==> config.mk <==
export PLATFORM = sky130hd
export DESIGN_NAME = nibble_serial_adder
export DESIGN_NICKNAME = d
export VERILOG_FILES = /design/src/rtl/nibble_serial_adder.sv
export SDC_FILE = /design/constraint.sdc
export NUM_CORES = 1
export LEC_CHECK = 0
export ABC_AREA = 1
export CORE_MARGIN = 1
export CORE_UTILIZATION = 49
export DETAILED_ROUTE_END_ITERATION = 6
export PLACE_DENSITY = 0.76
export SYNTH_ARGS = -nofsm -noshare
export SYNTH_HDL_FRONTEND = slang
export SYNTH_SLANG_ARGS = --single-unit
==> constraint.sdc <==
create_clock -name clk -period 2.55 [get_ports clk]
set_clock_uncertainty 0.05 [all_clocks]
set_input_delay 0.3825 -clock clk [delete_from_list [all_inputs] [get_ports clk]]
set_output_delay 0.3825 -clock clk [all_outputs]
set_load 0.01 [all_outputs]
==> src/rtl/nibble_serial_adder.sv <==
// 16-bit adder that reuses one 4-bit carry-lookahead stage over four cycles,
// LSB nibble first, with a valid/ready handshake on both sides.
module nibble_cla4 (
  input  logic [3:0] a,
  input  logic [3:0] b,
  input  logic       ci,
  output logic [3:0] s,
  output logic       co
);
  logic [3:0] g, p;
  logic [3:0] c;

  assign g = a & b;
  assign p = a ^ b;

  // Carries are flattened generate/propagate terms rather than a ripple chain.
  assign c[0] = ci;
  assign c[1] = g[0] | (p[0] & ci);
  assign c[2] = g[1] | (p[1] & g[0]) | (p[1] & p[0] & ci);
  assign c[3] = g[2] | (p[2] & g[1]) | (p[2] & p[1] & g[0]) | (p[2] & p[1] & p[0] & ci);
  assign co   = g[3] | (p[3] & g[2]) | (p[3] & p[2] & g[1]) | (p[3] & p[2] & p[1] & g[0])
              | (p[3] & p[2] & p[1] & p[0] & ci);
  assign s    = p ^ c;
endmodule

module nibble_serial_adder (
  input  logic        clk,
  input  logic        rst_n,
  input  logic        in_valid,
  output logic        in_ready,
  input  logic [15:0] A,
  input  logic [15:0] B,
  input  logic        Cin,
  output logic        out_valid,
  input  logic        out_ready,
  output logic [15:0] Sum,
  output logic        Cout,
  output logic        Ovf,
  output logic        busy
);
  typedef enum logic [1:0] {IDLE, CALC, DONE} state_e;

  state_e      state_q, state_d;
  logic [1:0]  idx_q, idx_d;
  logic        carry_q, carry_d;
  logic [15:0] a_q, a_d, b_q, b_d, res_q, res_d;
  logic [15:0] sum_q, sum_d;
  logic        cout_q, cout_d, ovf_q, ovf_d;

  logic [3:0]  st_a, st_b, st_sum;
  logic        st_co;

  assign st_a = a_q[{idx_q, 2'b00} +: 4];
  assign st_b = b_q[{idx_q, 2'b00} +: 4];

  nibble_cla4 u_cla (
    .a  (st_a),
    .b  (st_b),
    .ci (carry_q),
    .s  (st_sum),
    .co (st_co)
  );

  always_comb begin
    state_d = state_q;
    idx_d   = idx_q;
    carry_d = carry_q;
    a_d     = a_q;
    b_d     = b_q;
    res_d   = res_q;
    sum_d   = sum_q;
    cout_d  = cout_q;
    ovf_d   = ovf_q;
    case (state_q)
      IDLE: begin
        if (in_valid) begin
          state_d = CALC;
          a_d     = A;
          b_d     = B;
          idx_d   = 2'd0;
          carry_d = Cin;
          res_d   = 16'h0000;
        end
      end
      CALC: begin
        res_d[{idx_q, 2'b00} +: 4] = st_sum;
        carry_d = st_co;
        idx_d   = idx_q + 2'd1;
        if (idx_q == 2'd3) begin
          state_d = DONE;
          sum_d   = {st_sum, res_q[11:0]};
          cout_d  = st_co;
          // Carry into bit 15 is recovered from the latched operand MSBs and sum MSB.
          ovf_d   = a_q[15] ^ b_q[15] ^ st_sum[3] ^ st_co;
        end
      end
      DONE: begin
        if (out_ready) state_d = IDLE;
      end
      default: state_d = IDLE;
    endcase
  end

  always_ff @(posedge clk or negedge rst_n) begin
    if (!rst_n) begin
      state_q <= IDLE;
      idx_q   <= 2'd0;
      carry_q <= 1'b0;
      a_q     <= 16'h0000;
      b_q     <= 16'h0000;
      res_q   <= 16'h0000;
      sum_q   <= 16'h0000;
      cout_q  <= 1'b0;
      ovf_q   <= 1'b0;
    end else begin
      state_q <= state_d;
      idx_q   <= idx_d;
      carry_q <= carry_d;
      a_q     <= a_d;
      b_q     <= b_d;
      res_q   <= res_d;
      sum_q   <= sum_d;
      cout_q  <= cout_d;
      ovf_q   <= ovf_d;
    end
  end

  assign in_ready  = (state_q == IDLE);
  assign out_valid = (state_q == DONE);
  assign busy      = (state_q != IDLE);
  assign Sum       = sum_q;
  assign Cout      = cout_q;
  assign Ovf       = ovf_q;
endmodule

======== After elaboration in Yosys (flattened, before gate mapping) ========
Index checks and enable logic that the tools add are counted.
word-level totals
  bits in registers ....................... 71
  word-level logic and storage cells ...... 71
operators by class
  $add $sub $neg .......................... 2
  eq/ne operators ......................... 6
  shift operators ......................... 4
  mux-type cells .......................... 11
  bitwise gates (word level) .............. 32
  reduce and logical (&&, ||, !) cells .... 7
operators with widths
  kind                      count
  $pmux W16 S2              1
  $shiftx A16 B5 Y4         2
  $and A1 B1 Y1             16
  $bwmux W16                1
  $mux W16                  1
  $shift A4 B6 Y16 const A  1
  $shiftx A4 B6 Y16         1
  $or A1 B1 Y1              10
  $mux W2                   4
  $xor A4 B4 Y4             2
  $neg A4 Y6                1
  $pmux W2 S3               1
  $reduce_and A2 Y1         3
  $and A4 B4 Y4             1
  $eq A2 B2 Y1 const B      2
  $ne A2 B2 Y1 const B      2
  $pmux W2 S2               1
  $reduce_bool A2 Y1        2
  $reduce_and A3 Y1         1
  $xor A1 B1 Y1             3
  $add A2 B1 Y2 const B     1
  $eq A2 B1 Y1 const B      1
  $logic_not A2 Y1          1
  $ne A2 B1 Y1 const B      1
  2 further kinds           2

======== Depth between registers and ports, before layout ========
  depth in word-level cells ............... 10
  gate-level depth with buffers ........... 15
  depth with buffers taken out ............ 13

======== Hierarchy ========
A second synthesis with hierarchy kept.
unflattened totals
  cell total of the unflattened synthesis .. 396
  area, all modules ....................... 3,215.6 sq um
modules (own cells, without submodules)
  module               times used  cells each  area an instance (sq um)  seq. area each (sq um)
  nibble_serial_adder  1           365         3,026.7                   1,676.6
  nibble_cla4          1           31          188.9                     0.0

======== Least setup slack after synthesis ========
No wires, ideal clock.
  path type ............................... register -> register
  start point ............................. reg idx_q[0]
  end point ............................... reg res_q[7]
  arrival ................................. 2.183 ns
  slack ................................... 0.234 ns
  cell stages (with the launch flop) ...... 15
  path buffers ............................ 2
  cell sequence ........................... dfrtp_1 -> buf_2 -> inv_1 -> clkbuf_1 -> nor2_1 -> o22ai_1 -> ha_1 -> or2_2 -> nand2_1 -> nand2_1 -> nand2_1 -> nand2_1 -> nor2_1 -> nand2_1 -> o21ai_0
between the ends
  longest elaborated chain between the ends .. 10
RTL lines
  what                                                        RTL line  source
  from (decl)                                                 44        logic [1:0] idx_q, idx_d;
  from (signal assigned)                                      117       idx_q <= idx_d;
  $shiftx A16 B5 Y4, on equally long branches                 53, 54
  $xor A4 B4 Y4 or $and A4 B4 Y4 (tied branches)              14, 13
  $and A1 B1 Y1                                               20        assign c[3] = g[2] | (p[2] & g[1]) | (p[2] & p[1] & g[0]) | (p[2] & p[1] & p[0] & ci);
  $or A1 B1 Y1 or $and A1 B1 Y1 (tied branches) (2 in a row)  20
  $or A1 B1 Y1                                                20
  $xor A4 B4 Y4                                               23        assign s = p ^ c;
  $shiftx A4 B6 Y16                                           86        res_d[{idx_q, 2'b00} +: 4] = st_sum;
  $bwmux W16 (*)                                              86
  $pmux W16 S2 (*)                                            74        case (state_q)
  to (signal assigned)                                        121       res_q <= res_d;
  to (decl)                                                   46        logic [15:0] a_q, a_d, b_q, b_d, res_q, res_d;
Every way passes the cells marked *; elsewhere a longest branch is shown, timed or not.
A chain may end at the register's enable or synchronous reset.

======== Final worst setup path ========
  start point ............................. reg idx_q[0]
  end point ............................... reg res_q[11]
Same word-level chain as after synthesis.

==> results.json <==
{
  "status": "complete, no violations",
  "dp_cells": 433,
  "pwr-share-clk": 0.132,
  "post-cts-setup-buffers": 0,
  "setup_slack_ps": 230,
  "cp.buffers_inverters": 2,
  "synth_most_common_cell": "dfrtp_1",
  "maxSlewViolCount": 0,
  "netlist.area_leader.share": 0.527,
  "slew_headroom": 0.540,
  "netlist_top_cells_count": "67 x dfrtp_1, 45 x nand2_1, 38 x o21ai_0",
  "ys_warn_count": 0,
  "grt_max_degree": 39,
  "drc": 0,
  "tns_ps": 0,
  "io_buffers": 57,
  "swShare": 0.409,
  "post_synth.cell_area_avg_um2": 10.5,
  "p_per_area_nw_per_um2": 1410,
  "place_congestion": 0.856,
  "drive_gt1_frac": 0.177,
  "tightest_slew_ps": 690,
  "synth_area_leaders": "dfrtp_1 53%, mux2_4 6.6%, mux2_2 6.4%, o21ai_0 6.0%, nand2_1 5.3%",
  "wl_per_cell_um": 13.4,
  "hp-class": "input port to async pin",
  "hold_violations": 0,
  "die_y_um": 82.6,
  "fin_cells": 448,
  "clockBufferDepth": 2,
  "design_area_um2": 4000,
  "synth_top_area_cell": "dfrtp_1",
  "die_area_um2": 6820,
  "drt-initial-drc-count": 75,
  "cts_tree": "done",
  "n_antenna_cell": 0,
  "worstSkewPairLatency_ps": 340,
  "grt_pass1_wl_mm": 10.1,
  "peakVddDrop_v": 0.000648,
  "htreeDepth": 3,
  "critPathMaxFanout": 14,
  "cp_cell_sequence": "inv_1 -> buf_4 -> o21ai_0 -> o22ai_1 -> ha_1 -> or2_2 -> nand2_1 -> nand2_1 -> nand2_1 -> nand2_1 -> nor2_1 -> nand2_1 -> o21ai_0",
  "seq_power_share": 0.328,
  "dp_hpwl_mm": 4.56,
  "synth-edff-count": 0,
  "crit_family": "simple AND/OR/NAND/NOR gates",
  "endpoint_kind": "flop",
  "fin_crit_sh": 0.910,
  "grt_setup_unrepaired": "false",
  "cts_buffers": 9,
  "cp.arrival_ps": 2540,
  "antenna_found_initial": 0,
  "p_switching_w": 0.00231,
  "clk_pin_slew_ps": 70,
  "synth-seq-cells": 67,
  "ant_nets": 0,
  "core_area_um2": 6100,
  "routed_via_density": 5.17,
  "yosysSeqAreaShare": 0.527,
  "grt.overflow.total": 0,
  "cts_sinks": 67,
  "drt_pre_antenna_iters": 4,
  "num_io_pins": 58,
  "netlist_area_um2": 3180,
  "cts-hold-fix-buffers": 0,
  "utilization": 0.657,
  "synthArstFlopShare": 1.00,
  "syn2layout_area_growth_pct": 25.8,
  "max_freq_ghz": 0.431,
  "floorplan.initialDensity": 0.522,
  "root_buffer": "clkbuf_8",
  "placed_cell_area_um2": 3840,
  "cp_slowest_cell": "dfrtp_1",
  "required_ps": 2770,
  "critPathMostFrequentCell": "nand2_1",
  "leakage_nw": 1.83,
  "cap_violations": 0,
  "routed-via-count": 2315,
  "synth_cell_types": 27,
  "grt.total_usage": 0.202,
  "grt_pass1_vias": 2240,
  "slowest_delay_ps": 470,
  "die_w_um": 82.6,
  "period_needed_ps": 2320,
  "wirelength_mm": 6.02,
  "cts_resized": 0,
  "setup_violations": 0,
  "internal_power_w": 0.00334,
  "fin_nets": 416,
  "ys.flop_type": "dfrtp_1",
  "cp-start-kind": "flop",
  "critPathKind": "flop to flop",
  "synth_cells": 304,
  "rows": 28,
  "comb_power_share": 0.540,
  "place_ws_ps": 245,
  "syn_nets": 351
}
## state kept, by name, summed over array words and instances, names as in the netlist, 2 cells and up
signal	count
Sum	16
a_q	16
b_q	16
res_q	12
idx_q	2
state_q	2
## area by class of cell
class | count | area, um2
timing repair buffer | 65 | 651
clock buffer | 12 | 145
tap | 75 | 93.8
inverter | 31 | 116
clock inverter | 3 | 15.0
sequential | 67 | 1680
fill | 484 | 2090
multi-input combinational | 195 | 1310
## power by group through the flow
stage	logic [W]	registers (W)	clock network, W
2_1_floorplan	0.00220	0.00183	0
3_5_place_dp	0.00306	0.00188	0
3_3_place_gp	0.00298	0.00186	0
4_1_cts	0.00307	0.00186	0.000755
6_report	0.00305	0.00186	0.000745
5_1_grt	0.00347	0.00191	0.000804
## metrics by stage
| stage | hold slack, ps | total power [W] |
|---|---|---|
| floorplan | 36.9 | 0.00403 |
| global placement | 404 | 0.00484 |
| detailed placement | 409 | 0.00493 |
| CTS | 41.3 | 0.00569 |
| global route | 82.6 | 0.00619 |
| finish | 26.0 | 0.00565 |
## path summary, 6_finish.rpt
| path | start | to | slack [ps] | depth (start not counted) |
|---|---|---|---|---|
| max in group asynchronous | rst_n | b_q[5] | 1790 | 2 |
| max reg2reg | idx_q[0] | res_q[11] | 230 | 13 |
| min reg2reg | Sum[4] | Sum[4] | 430 | 2 |
| min in group clk | Sum[4] | Sum[4] | 430 | 2 |
| min | rst_n | Sum[8] | 30 | 1 |
| max | idx_q[0] | res_q[11] | 230 | 13 |
## layout by cell type, fill, tap and decap left out, types with 6 or more instances in the layout
master            n
ha_1              9
clkbuf_8         10
nand3_1          12
buf_4             6
mux2_4           14
nor2_1           23
o21ai_0          38
clkdlybuf4s50_1  56
o22ai_1          16
dfrtp_1          67
inv_1            29
mux2_2           18
nand2_1          45
## cell families (layout without fill, tap and decap cells)
kind of cell,count (synthesis),after routing,synth area share
compound gates,59,59,0.103
xor+xnor,2,2,0.00551
fa+ha+maj,10,10,0.0417
buf+inv,42,111,0.0625
flops,67,67,0.527
mux,32,32,0.130
simple gates,92,92,0.130
## worst register-to-register path, delay by kind of cell, from the launching register on
family                     cells  cell delay (ps)
and+or+nand+nor                7              800
adders and majority gates      1              350
DFF                            1              470
buffers and inverters          2              260
AOI/OAI and AO/OA              3              320
## per-layer routing
metal	wire [um]	share of wire	global-route usage
met2	2910	0.48	0.326
met1	2690	0.45	0.249
met4	124	0.021	0.107
met3	291	0.048	0.0505
met5	0	0	0
(Power assumes the default switching activity.)
